--- src/rtl/div_pkg.sv ---
// Shared types and helpers for the sequential divider.
package div_pkg;

  // Divider control states
  typedef enum logic [2:0] {
    IDLE = 3'd0,
    PREP = 3'd1,
    RUN  = 3'd2,
    FIX  = 3'd3,
    DONE = 3'd4
  } state_t;

  // Bits needed for a counter that runs WIDTH-1 down to 0
  function automatic int cnt_width(input int w);
    return (w <= 2) ? 1 : $clog2(w);
  endfunction

endpackage

--- src/rtl/div_step.sv ---
// One combinational restoring-division step: shift in a dividend bit,
// trial-subtract the divisor magnitude, keep the difference if it fits.
module div_step #(
  parameter int WIDTH = 8
) (
  input  logic [WIDTH-1:0] rem_in,
  input  logic             bit_in,
  input  logic [WIDTH-1:0] dvs,
  output logic [WIDTH-1:0] rem_out,
  output logic             q_bit
);

  logic [WIDTH:0] trial;
  logic [WIDTH:0] diff;

  // Trial subtraction in WIDTH+1 bits. Because rem_in < dvs always holds
  // (the partial remainder starts at zero), trial < 2*dvs. The difference
  // therefore never reaches 2^WIDTH when it is non-negative, so bit WIDTH
  // of diff is exactly the borrow (trial < dvs).
  always_comb begin
    trial   = {rem_in, bit_in};
    diff    = trial - {1'b0, dvs};
    q_bit   = ~diff[WIDTH];
    rem_out = q_bit ? diff[WIDTH-1:0] : trial[WIDTH-1:0];
  end

endmodule

--- src/rtl/seq_divider.sv ---
// Iterative restoring divider, one quotient bit per clock, with signed or
// unsigned operation selected per request and valid/ready on both sides.
module seq_divider
  import div_pkg::*;
#(
  parameter int WIDTH = 8
) (
  input  logic             clk,
  input  logic             reset,
  input  logic             in_valid,
  output logic             in_ready,
  input  logic [WIDTH-1:0] a,
  input  logic [WIDTH-1:0] b,
  input  logic             sign,
  output logic             out_valid,
  input  logic             out_ready,
  output logic [WIDTH-1:0] quot,
  output logic [WIDTH-1:0] rem,
  output logic             div_zero,
  output logic             overflow
);

  localparam int               CNT_W   = cnt_width(WIDTH);
  localparam logic [WIDTH-1:0] MIN_NEG = {1'b1, {(WIDTH-1){1'b0}}};

  state_t state_reg, state_next;

  logic [WIDTH-1:0] a_reg, b_reg;
  logic             sign_reg;
  logic [WIDTH-1:0] dvd_reg;     // dividend magnitude, shifted out MSB first
  logic [WIDTH-1:0] dvs_reg;     // divisor magnitude
  logic [WIDTH-1:0] part_reg;    // partial remainder
  logic [WIDTH-1:0] q_reg;       // quotient magnitude being built
  logic             neg_q_reg, neg_r_reg;
  logic [CNT_W-1:0] cnt_reg;
  logic [WIDTH-1:0] quot_reg, rem_reg;
  logic             div_zero_reg, overflow_reg;

  logic [WIDTH-1:0] step_rem;
  logic             step_q;

  div_step #(.WIDTH(WIDTH)) u_step (
    .rem_in (part_reg),
    .bit_in (dvd_reg[WIDTH-1]),
    .dvs    (dvs_reg),
    .rem_out(step_rem),
    .q_bit  (step_q)
  );

  // State register
  always_ff @(posedge clk) begin
    if (reset) state_reg <= IDLE;
    else       state_reg <= state_next;
  end

  // Next-state logic; a zero divisor bypasses the iteration entirely
  always_comb begin
    state_next = state_reg;
    case (state_reg)
      IDLE: if (in_valid) state_next = (b == '0) ? DONE : PREP;
      PREP: state_next = RUN;
      RUN:  if (cnt_reg == '0) state_next = FIX;
      FIX:  state_next = DONE;
      DONE: if (out_ready) state_next = IDLE;
      default: state_next = IDLE;
    endcase
  end

  // Operand capture, iteration datapath and result registers
  always_ff @(posedge clk) begin
    if (reset) begin
      a_reg        <= '0;
      b_reg        <= '0;
      sign_reg     <= 1'b0;
      dvd_reg      <= '0;
      dvs_reg      <= '0;
      part_reg     <= '0;
      q_reg        <= '0;
      neg_q_reg    <= 1'b0;
      neg_r_reg    <= 1'b0;
      cnt_reg      <= '0;
      quot_reg     <= '0;
      rem_reg      <= '0;
      div_zero_reg <= 1'b0;
      overflow_reg <= 1'b0;
    end else begin
      case (state_reg)
        IDLE: begin
          if (in_valid) begin
            a_reg        <= a;
            b_reg        <= b;
            sign_reg     <= sign;
            div_zero_reg <= (b == '0);
            overflow_reg <= 1'b0;
            if (b == '0) begin
              quot_reg <= '1;
              rem_reg  <= a;
            end
          end
        end
        PREP: begin
          // Magnitudes are unsigned, so |MIN_NEG| fits in WIDTH bits
          dvd_reg      <= (sign_reg && a_reg[WIDTH-1]) ? -a_reg : a_reg;
          dvs_reg      <= (sign_reg && b_reg[WIDTH-1]) ? -b_reg : b_reg;
          part_reg     <= '0;
          q_reg        <= '0;
          cnt_reg      <= CNT_W'(WIDTH - 1);
          neg_q_reg    <= sign_reg & (a_reg[WIDTH-1] ^ b_reg[WIDTH-1]);
          neg_r_reg    <= sign_reg & a_reg[WIDTH-1];
          overflow_reg <= sign_reg && (a_reg == MIN_NEG) && (b_reg == '1);
        end
        RUN: begin
          part_reg <= step_rem;
          q_reg    <= {q_reg[WIDTH-2:0], step_q};
          dvd_reg  <= {dvd_reg[WIDTH-2:0], 1'b0};
          cnt_reg  <= cnt_reg - CNT_W'(1);
        end
        FIX: begin
          // Overflow case wraps naturally: -(-2^(W-1)) == -2^(W-1) mod 2^W
          quot_reg <= neg_q_reg ? -q_reg : q_reg;
          rem_reg  <= neg_r_reg ? -part_reg : part_reg;
        end
        default: ;
      endcase
    end
  end

  assign in_ready  = (state_reg == IDLE);
  assign out_valid = (state_reg == DONE);
  assign quot      = quot_reg;
  assign rem       = rem_reg;
  assign div_zero  = div_zero_reg;
  assign overflow  = overflow_reg;

endmodule

--- config.mk ---
export PLATFORM = sky130hd
export DESIGN_NAME = seq_divider
export DESIGN_NICKNAME = d
export VERILOG_FILES = /design/src/rtl/div_pkg.sv /design/src/rtl/div_step.sv /design/src/rtl/seq_divider.sv
export SDC_FILE = /design/constraint.sdc
export NUM_CORES = 1
export LEC_CHECK = 0
export CORE_AREA = 2 2 91 93
export DETAILED_ROUTE_END_ITERATION = 8
export DIE_AREA = 0 0 93 95
export PLACE_DENSITY = 0.75
export RECOVER_POWER = 50
export SKIP_LAST_GASP = 1
export SLEW_MARGIN = 20
export SYNTH_ARGS = -nofsm -noshare
export SYNTH_HDL_FRONTEND = slang
export SYNTH_SLANG_ARGS = --single-unit
--- constraint.sdc ---
create_clock -name clk -period 2.15 [get_ports clk]
set_input_delay 0.645 -clock clk [delete_from_list [all_inputs] [get_ports clk]]
set_output_delay 0.645 -clock clk [all_outputs]
set_load 0.005 [all_outputs]
==> flow_summary.toml, run 1 <==
[synthesis]
synth_fp_nets = 514
synth_cell_types = 58
postSynthRegisterBits = 75
yosysWarnings = 0
synth_edf_count = 0
post_synth_inst_count = 477
syn-cell-area_um2 = 3926
syn_area_per_cell_um2 = 8.231
postSynth.asyncResetShare_pct = 0
synth_flop_cell = "sky130_fd_sc_hd__dfxtp_1"
synth.yosys.seq_area_share_pct = 38.24

[setup_path]
critical_path.max_fanout = 7
cp_common_cell = "sky130_fd_sc_hd__inv_2"
cp_data_arrival_time_ps = 2490
criticalPathCategory = "flop to flop"
cp_slowest_stage_delay_ps = 360
crit_end_element = "flop"
critical_path.cell_chain = "inv_2 -> ha_4 -> inv_2 -> fa_2 -> a211oi_4 -> o211ai_2 -> a221oi_4 -> buf_12 -> mux2i_1 -> a22o_1"
worst_path_dominant_cell_family = "compound AO/OA/AOI/OAI gates"
regToRegEndpoint = "part_reg[0]$_SDFFE_PP0P_"
regToRegStartpoint = "dvd_reg[7]$_SDFFE_PP0P_"
critPathSlowestCell = "sky130_fd_sc_hd__fa_2"
cp.buffers_inverters = 3
critical_path.startpoint = "dvd_reg[7]$_SDFFE_PP0P_"
reg2reg_setup_slack_ps = -40
worst_setup_path_endpoint = "part_reg[0]$_SDFFE_PP0P_"
wp_depth = 10
cp.required_ps = 2450
worstSetupStartpointType = "flop"
timing.reg2reg.worst_path_depth = 10

[drt]
detail_route.wl_per_cell_um = 15.09
detail_route.drc_violations = 0
route.vias.total = 3598
first_pass_iters = 5
routed_wirelength_um = 9704
detail_route.vias_per_cell = 5.596
detail-route-antenna-nets = 0
dr.first_iter.drc_count = 202

[clocking]
h_tree_depth_reported_by_cts = 3
cts.sink_count = 75
cts_root_buf = "sky130_fd_sc_hd__clkbuf_8"
clkLatencyLatePin_ps = 350
cts-buffers-inserted = 9
tritoncts = "done"
number_of_buffers_on_the_longest_clock_path = 2
cts_stage_hold_buffer_count = 0
cts.reportedPaths.clkPinSlew_ps = 80

[timing]
setup_viol = 10
worst_slew_pin_slew_ps = 707.6
final_hold_viol_count = 0
max-slew-margin-rel_pct = 52.65
maxClockFrequency_mhz = 456.6
min_clock_period_post_route_ps = 2190
timing.clock.skew_ps = 8.941
final_min_period_over_clock_period_pct = 101.9
finalMaxSlewViolations = 0
worst_slack_ps = -40.05
grt_setup_unrepaired = "yes"

[min_path]
timing.hold.worst.class = "flop to flop"
hp-start = "rem[5]$_SDFFE_PP0P_"

[cells_and_area]
final_nets = 570
fraction_of_final_layout_cells_sized_beyond_drive_strength_1_pct = 14.13
area_growth_pct = 22.82
num-fill-cells = 719
antenna-diode-count = 0
final_area_um2 = 4822

[outcome]
failed_checks = "negative setup slack"
status = "finished, violations left"

[global_routing]
largest_net_degree_at_the_start_of_global_routing = 34
global_route_wire_length_before_repair_um = 15840
track_usage_pct = 22.62
global_route_total_overflow = 0
number_of_global_route_vias_before_repair = 3414
antenna_violations_before_repair = 0

[pwr]
vdd.ir_drop.worst_mv = 0.6790
total_power_w = 0.006161
power_leakage_nw = 1.801
power.density_nw_per_um2 = 1278

[floorplan]
initial_utilization_pct = 49.53
fp.dieW_um = 93
core_area_um2 = 7928
design.die.area_um2 = 8835
rows = 33
boundaryPins = 41
chip_height_um = 95

[place]
detailedPlacementHpwl_um = 6932
gpl.final_weighted_congestion = 0.9062
detailed_place.area_um2 = 4582
preCtsSetupSlack_ps = -390.7
io_buffers = 40

[flow_run]
drv.max_cap_violation_count = 0
[layout make-up]
| cell class | count | area [um2] | area share, % |
|---|---|---|---|
| Timing Repair Buffer | 76 | 665.6 | 13.80 |
| Clock inverter | 4 | 25.02 | 0.5189 |
| Clock buffer | 12 | 155.1 | 3.217 |
| Tap cell | 105 | 131.4 | 2.724 |
| Sequential cell | 75 | 1504 | 31.19 |
| Inverter | 24 | 90.09 | 1.868 |
| Multi-Input combinational cell | 347 | 2251 | 46.68 |
[report_power, final]
| part | internal (W) | switching, W | total, W |
|---|---|---|---|
| registers | 0.00163 | 0.000238 | 0.00186 |
| logic | 0.00150 | 0.00180 | 0.00330 |
| clock network | 0.000479 | 0.000519 | 0.000998 |
| total | 0.00361 | 0.00255 | 0.00616 |
[cells by family (layout without fill, tap and decap cells)]
group | Yosys count | count (layout) | share of synthesized area [%]
mux | 7 | 7 | 1.785
xor+xnor | 26 | 26 | 5.800
compound gates | 129 | 129 | 23.46
buf+inv | 55 | 116 | 5.959
flops | 75 | 75 | 38.24
simple gates | 169 | 169 | 19.47
fa+ha+maj | 16 | 16 | 5.290
[how the worst min path moves through the flow]
stage / endpoint / slack, ps / cells past startpoint
after floorplan: dvs_reg[7]$_SDFFE_PP0P_ / 440 / 2
after global placement: rem[6]$_SDFFE_PP0P_ / 450 / 2
after detailed placement: rem[5]$_SDFFE_PP0P_ / 450 / 2
after CTS: rem[5]$_SDFFE_PP0P_ / 460 / 2
after global routing: rem[5]$_SDFFE_PP0P_ / 470 / 2
final: rem[5]$_SDFFE_PP0P_ / 460 / 2
[tightest hold or removal path, delay by kind of cell (launching register included)]
family | cells | cell delay, ps
flops | 1 | 310
simple gates | 1 | 50
compound gates | 1 | 50
[synthesized netlist by cell type (all sizes together), types with 9 or more instances]
cell | instances | share of area, %
nor2 | 47 | 4.5
inv | 24 | 2.3
nand3 | 12 | 1.5
ha | 15 | 4.8
clkbuf | 19 | 1.8
dfxtp | 75 | 38
buf | 12 | 1.8
nand2 | 71 | 6.8
xor2 | 16 | 3.6
xnor2 | 10 | 2.2
a21oi | 46 | 6.2
o21ai | 14 | 1.8
a22oi | 10 | 1.9
a211oi | 9 | 2.0
[layout by cell type (no fill, tap or decap), types with 3 or more instances in the layout]
cell type,count
sky130_fd_sc_hd__a222oi_1,5
sky130_fd_sc_hd__o21ai_0,8
sky130_fd_sc_hd__nor4_1,6
sky130_fd_sc_hd__clkdlybuf4s50_1,37
sky130_fd_sc_hd__nand2_1,71
sky130_fd_sc_hd__o21ai_1,6
sky130_fd_sc_hd__a211o_1,4
sky130_fd_sc_hd__nor3_1,7
sky130_fd_sc_hd__inv_1,22
sky130_fd_sc_hd__dfxtp_1,73
sky130_fd_sc_hd__o31ai_1,5
sky130_fd_sc_hd__a21oi_1,43
sky130_fd_sc_hd__nand3_2,3
sky130_fd_sc_hd__nand2b_1,7
sky130_fd_sc_hd__o211ai_1,5
sky130_fd_sc_hd__a22oi_1,9
sky130_fd_sc_hd__a311oi_1,5
sky130_fd_sc_hd__or3_1,4
sky130_fd_sc_hd__mux2i_1,7
sky130_fd_sc_hd__a211oi_1,8
sky130_fd_sc_hd__nand3_1,9
sky130_fd_sc_hd__nor2_1,47
sky130_fd_sc_hd__a21boi_0,3
sky130_fd_sc_hd__clkbuf_8,11
sky130_fd_sc_hd__buf_4,28
sky130_fd_sc_hd__xnor2_1,10
sky130_fd_sc_hd__ha_1,14
sky130_fd_sc_hd__o221a_2,3
sky130_fd_sc_hd__xor2_1,16
sky130_fd_sc_hd__clkbuf_1,3
sky130_fd_sc_hd__clkbuf_2,3
[stage by stage]
step                TNS [ps]  util (%)  hold WS [ps]  cells
floorplan             -112.2         -         436.3    477
global placement       -5202     57.80         446.2    622
detailed placement     -5134     57.80         450.1    622
CTS                   -318.3     60.97         460.8    642
global route           -1722     60.83         472.1    643
finish                -249.6     60.83         458.5    643
[metal layers]
layer	vias to the layer above	track usage, %	wire [um]
met3	15	3.512	371
met2	82	37.20	4508
met1	1697	29.71	4639
li1	1804	-	-
met4	0	9.436	185
met5	-	0	0
[repair_timing]
item	CTS	global route
gates resized for setup	10	12
pin swaps	4	6
setup buffers	3	1
setup endpoints to repair	14	23
gates cloned	1	1
(Power assumes the default switching activity.)
==> run 2: changes to the inputs <==
- ABC_CLOCK_PERIOD_IN_PS: not set -> 2150
==> results of run 2 <==
The final DEF is identical to that of run 1; final timing and power are the same.
